==> config.mk <==
export PLATFORM = sky130hd
export DESIGN_NAME = mips_multicycle_control
export DESIGN_NICKNAME = d
export VERILOG_FILES = /design/src/rtl/mips_multicycle_control.sv
export SDC_FILE = /design/constraint.sdc
export NUM_CORES = 1
export LEC_CHECK = 0
export BUFFER_PORTS_ARGS = -buffer_cell sky130_fd_sc_hd__buf_2
export CORE_AREA = 4 4 94 61
export CTS_CLUSTER_SIZE = 28
export DETAILED_ROUTE_END_ITERATION = 6
export DIE_AREA = 0 0 98 65
export PLACE_DENSITY_LB_ADDON = 0.15
export SYNTH_ARGS = -nofsm -noshare
export SYNTH_HDL_FRONTEND = slang
export SYNTH_SLANG_ARGS = --single-unit
==> constraint.sdc <==
create_clock -name clock -period 2.2 [get_ports clock]
set_input_delay 0.11 -clock clock [delete_from_list [all_inputs] [get_ports clock]]
set_output_delay 0.11 -clock clock [all_outputs]
set_load 0.03 [all_outputs]
==> src/rtl/mips_multicycle_control.sv <==
// mips_multicycle_control
// ------------------------------------------------------------------------
// Multicycle main control FSM for the MIPS datapath. Each instruction is
// walked through FETCH / DECODE and an opcode-specific tail of states.
// Every cycle the FSM drives the datapath enables and mux selects.
// Memory accesses stall on mem_ready. An illegal opcode either halts the
// machine or is treated as a NOP. Retired instructions are counted.
//
// Parameters
//   COUNT_WIDTH      width of the retired-instruction counter (wraps)
//   HALT_ON_ILLEGAL  1: illegal opcode enters HALT, 0: retire it as a NOP
//
// Ports
//   clock          rising-edge clock
//   reset          asynchronous, active-low reset
//   opcode         instruction[31:26] from the instruction register
//   ula_zero_flag  ULA zero output (beq condition)
//   mem_ready      memory completes the current access this cycle
//   pc_en          PC load enable (branch condition already folded in)
//   i_or_d         memory address select: 0 PC, 1 ULA-out register
//   mem_read       memory read strobe
//   mem_write      memory write strobe
//   ir_write       instruction register load
//   reg_dst        regfile write address: 0 rt, 1 rd
//   mem_to_reg     regfile write data: 0 ULA-out, 1 memory data register
//   reg_write      regfile write enable
//   ula_src_a      ULA A operand: 0 PC, 1 register A
//   ula_src_b      ULA B operand: 00 B, 01 const 4, 10 imm, 11 imm<<2
//   ula_operation  00 add, 01 sub, 10 decode funct field
//   pc_source      00 ULA result, 01 ULA-out register, 10 jump target
//   instr_count    retired-instruction counter
//   halted         FSM is in HALT
// ------------------------------------------------------------------------
module mips_multicycle_control #(
    parameter int COUNT_WIDTH     = 32,
    parameter bit HALT_ON_ILLEGAL = 1'b1
) (
    input  logic                   clock,
    input  logic                   reset,
    input  logic [5:0]             opcode,
    input  logic                   ula_zero_flag,
    input  logic                   mem_ready,
    output logic                   pc_en,
    output logic                   i_or_d,
    output logic                   mem_read,
    output logic                   mem_write,
    output logic                   ir_write,
    output logic                   reg_dst,
    output logic                   mem_to_reg,
    output logic                   reg_write,
    output logic                   ula_src_a,
    output logic [1:0]             ula_src_b,
    output logic [1:0]             ula_operation,
    output logic [1:0]             pc_source,
    output logic [COUNT_WIDTH-1:0] instr_count,
    output logic                   halted
);

    localparam logic [5:0] OP_R    = 6'b000000;
    localparam logic [5:0] OP_LW   = 6'b100011;
    localparam logic [5:0] OP_SW   = 6'b101011;
    localparam logic [5:0] OP_BEQ  = 6'b000100;
    localparam logic [5:0] OP_J    = 6'b000010;
    localparam logic [5:0] OP_ADDI = 6'b001000;

    typedef enum logic [3:0] {
        FETCH,
        DECODE,
        MEMADDR,
        MEMREAD,
        MEMWB,
        MEMWRITE,
        EXEC_R,
        RTYPE_WB,
        BRANCH,
        JUMP,
        ADDI_EX,
        ADDI_WB,
        HALT
    } state_t;

    state_t state;
    state_t next_state;

    logic pc_en_raw;
    logic ir_write_raw;
    logic mem_read_raw;
    logic mem_write_raw;
    logic reg_write_raw;
    logic retire;

    // Any entry into FETCH from a non-FETCH state ends an instruction,
    // including the DECODE->FETCH path of an illegal-opcode NOP. HALT never
    // leaves, so it cannot retire.
    assign retire = (next_state == FETCH) && (state != FETCH);

    // State, counter and halted flag. Reset aborts whatever instruction is
    // in flight without counting it.
    always_ff @(posedge clock or negedge reset) begin
        if (!reset) begin
            state       <= FETCH;
            instr_count <= '0;
            halted      <= 1'b0;
        end else begin
            state  <= next_state;
            halted <= (next_state == HALT);
            if (retire) begin
                instr_count <= instr_count + COUNT_WIDTH'(1);
            end
        end
    end

    // Next-state and per-state control decode. Enables that wait on memory
    // or on the branch condition look at mem_ready / ula_zero_flag directly
    // so they fire in the same cycle the condition is seen.
    always_comb begin
        next_state    = state;
        pc_en_raw     = 1'b0;
        ir_write_raw  = 1'b0;
        mem_read_raw  = 1'b0;
        mem_write_raw = 1'b0;
        reg_write_raw = 1'b0;
        i_or_d        = 1'b0;
        reg_dst       = 1'b0;
        mem_to_reg    = 1'b0;
        ula_src_a     = 1'b0;
        ula_src_b     = 2'b00;
        ula_operation = 2'b00;
        pc_source     = 2'b00;

        case (state)
            FETCH: begin
                mem_read_raw = 1'b1;
                ula_src_b    = 2'b01;
                if (mem_ready) begin
                    ir_write_raw = 1'b1;
                    pc_en_raw    = 1'b1;
                    next_state   = DECODE;
                end
            end
            DECODE: begin
                // Branch target PC + (imm<<2) is precomputed here.
                ula_src_b = 2'b11;
                case (opcode)
                    OP_LW, OP_SW: next_state = MEMADDR;
                    OP_R:         next_state = EXEC_R;
                    OP_BEQ:       next_state = BRANCH;
                    OP_J:         next_state = JUMP;
                    OP_ADDI:      next_state = ADDI_EX;
                    default:      next_state = HALT_ON_ILLEGAL ? HALT : FETCH;
                endcase
            end
            MEMADDR: begin
                ula_src_a  = 1'b1;
                ula_src_b  = 2'b10;
                next_state = (opcode == OP_SW) ? MEMWRITE : MEMREAD;
            end
            MEMREAD: begin
                mem_read_raw = 1'b1;
                i_or_d       = 1'b1;
                if (mem_ready) begin
                    next_state = MEMWB;
                end
            end
            MEMWB: begin
                reg_write_raw = 1'b1;
                mem_to_reg    = 1'b1;
                next_state    = FETCH;
            end
            MEMWRITE: begin
                i_or_d = 1'b1;
                if (mem_ready) begin
                    mem_write_raw = 1'b1;
                    next_state    = FETCH;
                end
            end
            EXEC_R: begin
                ula_src_a     = 1'b1;
                ula_operation = 2'b10;
                next_state    = RTYPE_WB;
            end
            RTYPE_WB: begin
                reg_write_raw = 1'b1;
                reg_dst       = 1'b1;
                next_state    = FETCH;
            end
            BRANCH: begin
                ula_src_a     = 1'b1;
                ula_operation = 2'b01;
                pc_source     = 2'b01;
                pc_en_raw     = ula_zero_flag;
                next_state    = FETCH;
            end
            JUMP: begin
                pc_source  = 2'b10;
                pc_en_raw  = 1'b1;
                next_state = FETCH;
            end
            ADDI_EX: begin
                ula_src_a  = 1'b1;
                ula_src_b  = 2'b10;
                next_state = ADDI_WB;
            end
            ADDI_WB: begin
                reg_write_raw = 1'b1;
                next_state    = FETCH;
            end
            HALT: begin
                next_state = HALT;
            end
            default: begin
                next_state = FETCH;
            end
        endcase
    end

    // While reset is low the state already reads FETCH, so selects show
    // their FETCH values; only the enables need masking.
    assign pc_en     = pc_en_raw     & reset;
    assign ir_write  = ir_write_raw  & reset;
    assign mem_read  = mem_read_raw  & reset;
    assign mem_write = mem_write_raw & reset;
    assign reg_write = reg_write_raw & reset;

endmodule

==> results of run 1 <==
## flip-flops by register name, summed over array words and instances, names as in the netlist
signal	count
instr_count	32
state	4
halted	1
## stage by stage
stage               hold slack [ps]  power, W  cells  worst slack (ps)  utilization (%)
global route                    289   0.00310    377              -328             59.6
global placement               87.3   0.00236    368              -251             56.1
detailed placement             76.6   0.00238    368              -309             56.1
floorplan                      -186   0.00190    228              -167                -
finish                          264   0.00291    377              -223             59.6
CTS                             257   0.00287    377              -229             58.8
## cells in the final DEF (no fill, tap or decap), types with 2 or more instances in the layout
cell      count
nand3b_1      3
or4bb_1       2
a31oi_1       2
xnor2_1       8
dfrtp_1      36
nand2_1      18
nand3_1      10
and4_1        3
nor3_1       13
buf_4        28
nor4_4        6
nor4_2        4
clkinv_2      2
xor2_1       25
o21ai_0       4
nand4b_1      2
nor3_2       10
inv_1         9
buf_2        57
a21oi_1       5
or3_1         2
nor3b_1       3
a211o_1       3
nor2_1       17
or2_1         2
nand2b_1      8
nand4_1       3
clkbuf_8      5
## worst paths after layout
| check | cells past startpoint | end | slack [ps] |
|---|---|---|---|
| min in group asynchronous | 2 | instr_count[27] | 310 |
| max in group asynchronous | 3 | state[1] | 1210 |
| hold / removal | 4 | state[3] | 260 |
| hold reg to reg | 1 | instr_count[31] | 480 |
| setup reg to reg | 7 | instr_count[31] | -220 |
| setup / recovery | 7 | instr_count[31] | -220 |
## layer usage
| layer | vias to the layer above | routed length (um) | global-route usage, % |
|---|---|---|---|
| met5 | - | 0 | 0 |
| met4 | 0 | 38 | 4.66 |
| met3 | 5 | 382 | 5.81 |
| met2 | 64 | 2120 | 23.6 |
| met1 | 904 | 2990 | 28.3 |
| li1 | 964 | - | - |
## cell families (layout without fill, tap and decap cells)
logic type,count (synthesis),in the layout
AOI/OAI and AO/OA,23,23
xor gates and xnor gates,33,33
adders and majority gates,1,1
muxes,1,1
and+or+nand+nor,112,112
buffers and inverters,21,104
DFF,37,37
## critical path: cells and delay by family, from the launching register on
family / cells / cell delay [ps]
buffers and inverters: 1 / 200
AND/OR/NAND/NOR: 3 / 1000
AO/OA/AOI/OAI: 2 / 600
XOR/XNOR: 1 / 170
flip-flops: 1 / 380
## layout make-up
| class | instances | area, um2 |
|---|---|---|
| fillers | 447 | 1970 |
| multi-input cells | 170 | 1260 |
| flip-flops and latches | 37 | 927 |
| repair buffers | 87 | 526 |
| well taps | 66 | 82.6 |
| clock buffers | 6 | 72.6 |
| inverters | 9 | 33.8 |
| clock inverters | 2 | 10.0 |
## what timing repair did
action                                  in CTS  in global routing
resized for setup                            6                  6
endpoints found under the hold margin       15                  0
hold buffers                                 1                  0
pin swaps                                    0                  1
endpoints found under the setup margin      31                 32
buffers inserted                             0                  0
## power breakdown
group | internal, W | switching [W] | total [W]
sequential | 0.000773 | 0.000133 | 0.000906
clock | 0.000220 | 0.000240 | 0.000460
combinational | 0.000550 | 0.000991 | 0.00154
total | 0.00154 | 0.00136 | 0.00291
==> results.cfg, run 1 <==
[layout]
synthToLayoutAreaGrowth_pct = 36.1
fin_area_um2 = 2910
final_net_count = 321
antenna_cells = 0
layout-drive-gt1-share_pct = 37.9

[yosys]
muxShareOfSynthArea_pct = 0.527
synthFlopType = dfrtp_1
syn_inst = 228
synth_simple_gate_area_share_pct = 30.8
synth_top_family_by_area = simple AND/OR/NAND/NOR gates
synth_compound_area_share_pct = 7.49
synthTopCellsByCount = dfrtp_1 (37), xor2_1 (25), nor3_1 (23), nand2_1 (18), nor2_1 (17)
synth.most_common_cell = dfrtp_1
ys_async_sr_fraction_pct = 100
synth_area_um2 = 2140
synthXorXnorAreaFrac_pct = 13.5
syn_nets = 239
yosys_warnings = 0
ys_seq_area_share_pct = 43.3
synth_area_leaders = dfrtp_1 (43%), xor2_1 (10%), nor3_1 (5.4%)
synth_edf_count = 0
synth_fa_ha_area_share_pct = 0.585
yosysTopAreaCell = dfrtp_1
synth_top_area_share_pct = 43.3
ys_ff_latch = 37
yosys.cell_types.count = 42
syn_area_per_cell_um2 = 9.37

[global_routing]
track_usage_pct = 18.2
grt_pass1_wl_um = 9270
grt_pass1_vias = 1844
overflow = 0
grt_max_degree = 33
antenna_found_initial = 0

[timing]
clock.fmax_mhz = 413
post-route-period-util_pct = 110
setup_tns_ps = -4570
relSlewSlack_pct = 65.2
tightest_slew_ps = 522
worst_slack_ps = -223
skew_ps = 7.40
rsz0062_at_grt = yes
finalHoldViolations = 0
post-route-min-period_ps = 2420
setup_viol = 31
slew_violations = 0

[setup_path]
start_kind = flip-flop
crit_path_end_kind = flip-flop
critPathMaxStageDelay_ps = 380
crit_chain = or3b_1 > or3_1 > a211o_1 > a2111o_1 > buf_12 > nor4_4 > xor2_1
arrival_ps = 2640
crit_required_ps = 2410
critical_path_peak_fanout = 32
worstSetupPathType = reg -> reg
reg2reg_from = state[3]
worstSetupStartpoint = state[3]
slowest_stage = dfrtp_1

[drt]
drt-total-wl_um = 5530
viasPerCell = 5.14
firstDrtPassIters = 4
drc = 0
postRouteAntennaNets = 0
wl_per_cell_um = 14.7
drt_iter0_drc = 150
routed-via-count = 1937

[floorplan]
die_area_um2 = 6370
die_h_um = 65
die_w_um = 98
ios = 58
core_um2 = 4880
start_util_pct = 43.8
rows = 20

[cts]
cts_made_buffers = 5
cts_tree = yes
cts_sinks = 37
path_clk_slew_ps = 80
root_buffer = clkbuf_8
h-tree-depth = 2
cts_max_path_buffers = 2
clkLatencyLatePin_ps = 280

[place]
post_dp_cell_area_um2 = 2740
port_buffers = 57
gp_congestion = 0.865
hpwl_um = 4120

[power]
p_leak_nw = 1.49
p_per_area_nw_per_um2 = 999
peakVddDrop_mv = 0.911

[min_path]
hold_path_class = in -> reg
hp-start = opcode[1]

[outcome]
violations = negative setup slack
run_status = complete, but fails checks

[flow_run]
drv_cap = 0
(Power assumes the default switching activity.)
==> run 2: changes to the inputs <==
==> constraint.sdc (replaced) <==
create_clock -name clock -period 2.2 [get_ports clock]
set_input_delay 0.55 -clock clock [delete_from_list [all_inputs] [get_ports clock]]
set_output_delay 0.55 -clock clock [all_outputs]
set_load 0.03 [all_outputs]
==> run 2 against run 1 <==
Effect of this change:
- sequential share of layout area shrank 3.0 points
- non-clock buffer count rose by 14
- largest cell class unchanged
- register-to-register slack got worse by 110 ps
- worst hold slack better by 100 ps
- die area unchanged
- power grew 22%
- first-iteration DRC count down 17%
- worst setup slack got worse by 160 ps
- largest power group unchanged
- global-route usage rose by 0.29 points
- critical endpoint is now instr_count[20]
- the flow still finishes with violations (negative setup slack)
- routed wire length rose by 6.5%
==> results.cfg, run 2 (same netlist as run 1, synthesis figures left out) <==
[timing]
post-route-min-period_ps = 2580
post-route-period-util_pct = 117
finalHoldViolations = 0
worst_slack_ps = -383
clock.fmax_mhz = 387
relSlewSlack_pct = 65.6
skew_ps = 9.26
setup_tns_ps = -10270
rsz0062_at_grt = yes
tightest_slew_ps = 517
slew_violations = 0
setup_viol = 33

[floorplan]
die_area_um2 = 6370
die_h_um = 65
die_w_um = 98
core_um2 = 4880
start_util_pct = 43.8
ios = 58
rows = 20

[cts]
cts_max_path_buffers = 2
h-tree-depth = 2
root_buffer = clkbuf_8
cts_made_buffers = 5
path_clk_slew_ps = 80
ctsHoldBuffers = 0
cts_sinks = 37
clkLatencyLatePin_ps = 300
cts_tree = yes

[outcome]
violations = negative setup slack
run_status = complete, but fails checks

[place]
port_buffers = 57
gp_congestion = 0.825
post_dp_cell_area_um2 = 2830
hpwl_um = 4000

[layout]
largest-register = instr_count
final_net_count = 335
antenna_cells = 0
layout_common_cells = buf_2 (53), buf_4 (38), dfrtp_1 (36), xor2_1 (25), nand2_1 (18)
reg.largest.list = instr_count x32, state x4, halted x1
fin_area_um2 = 3210
utilization_pct = 65.8
final_common_cell = buf_2
largest_reg_flops = 32
synthToLayoutAreaGrowth_pct = 50.2
layout-drive-gt1-share_pct = 46.8

[power]
combPwrFrac_pct = 61.6
switching_power_w = 0.00162
p_seq_share_pct = 24.9
p_leak_nw = 1.64
peakVddDrop_mv = 0.979
clockPowerShare_pct = 13.5
switching_share_pct = 45.8
p_per_area_nw_per_um2 = 1100
p_int_w = 0.00192

[global_routing]
grt_pass1_wl_um = 9510
grt_pass1_vias = 1894
antenna_found_initial = 0
grt_max_degree = 38
overflow = 0
track_usage_pct = 18.5

[drt]
drc = 0
routed-via-count = 2046
wl_per_cell_um = 15.1
drt-total-wl_um = 5890
postRouteAntennaNets = 0
viasPerCell = 5.23
firstDrtPassIters = 4
drt_iter0_drc = 124

[flow_run]
drv_cap = 0

[setup_path]
arrival_ps = 2790
crit_path_end_kind = flip-flop
start_kind = input port
worstSetupPathType = in -> reg
crit_required_ps = 2410
critical_path_peak_fanout = 8

[min_path]
hold_path_class = in -> async
## run 2: changes by cell type in the layout (fill, tap and decap cells not counted), moves of 3 or more
| cell | delta |
|---|---|
| nor2_1 | -4 |
| nor2_4 | +3 |
| nor3_1 | -5 |
| buf_2 | -4 |
| buf_6 | +5 |
| nor3_4 | +5 |
| buf_4 | +10 |
## run 2: power by group through the flow
stage	sequential (W)	combinational, W	clock, W
3_3_place_gp	0.000891	0.00158	0
2_1_floorplan	0.000989	0.000965	0
4_1_cts	0.000879	0.00200	0.000482
6_report	0.000881	0.00218	0.000479
5_1_grt	0.000899	0.00231	0.000521
3_5_place_dp	0.000888	0.00159	0
## run 2: final timing paths
kind	start	to	slack [ps]	cells after the start
min	reset	instr_count[15]	370	2
min reg2reg	instr_count[31]	instr_count[31]	490	1
max in group asynchronous	reset	state[1]	1480	2
max reg2reg	state[2]	instr_count[20]	-330	8
max	opcode[2]	instr_count[20]	-380	9
min in group clock	instr_count[31]	instr_count[31]	490	1
## run 2: per-stage QoR
| step | hold slack [ps] | setup WS, ps | instances | power, W |
|---|---|---|---|---|
| final | 367 | -383 | 391 | 0.00354 |
| after global routing | 404 | -447 | 391 | 0.00373 |
| after CTS | 380 | -343 | 386 | 0.00336 |
| after detailed placement | 480 | -702 | 374 | 0.00248 |
| after global placement | 460 | -566 | 374 | 0.00247 |
| after floorplan | 254 | -363 | 228 | 0.00195 |
## run 2: critical path, cell delays in order
cell      delay [ps]
buf_6             90
or2_4            240
or4b_4           490
a211o_1          290
a2111o_1         460
buf_6            170
buf_16           150
nor3_4           170
xor2_1           180
## run 2: layer usage
metal  vias to the layer above  global-route usage (%)  share of wire [%]
li1                       1005                       -                  -
met1                       978                    30.3                 53
met2                        59                    23.1                 39
met3                         4                    4.73                7.6
met4                         0                    4.66               0.88
met5                         -                       0                  0
## run 2: cell type report
class / instances / area, um2
well taps: 66 / 82.6
inverters: 9 / 33.8
fillers: 409 / 1670
flip-flops and latches: 37 / 927
multi-input cells: 170 / 1390
repair buffers: 101 / 694
clock buffers: 5 / 68.8
clock inverters: 3 / 17.5
## run 2: repair_timing
| item | 4_1_cts | 5_1_grt |
|---|---|---|
| cloned | 2 | 0 |
| resized for setup | 20 | 22 |
| setup buffers | 2 | 5 |
| setup endpoints to repair | 33 | 38 |
| pin swaps | 6 | 3 |
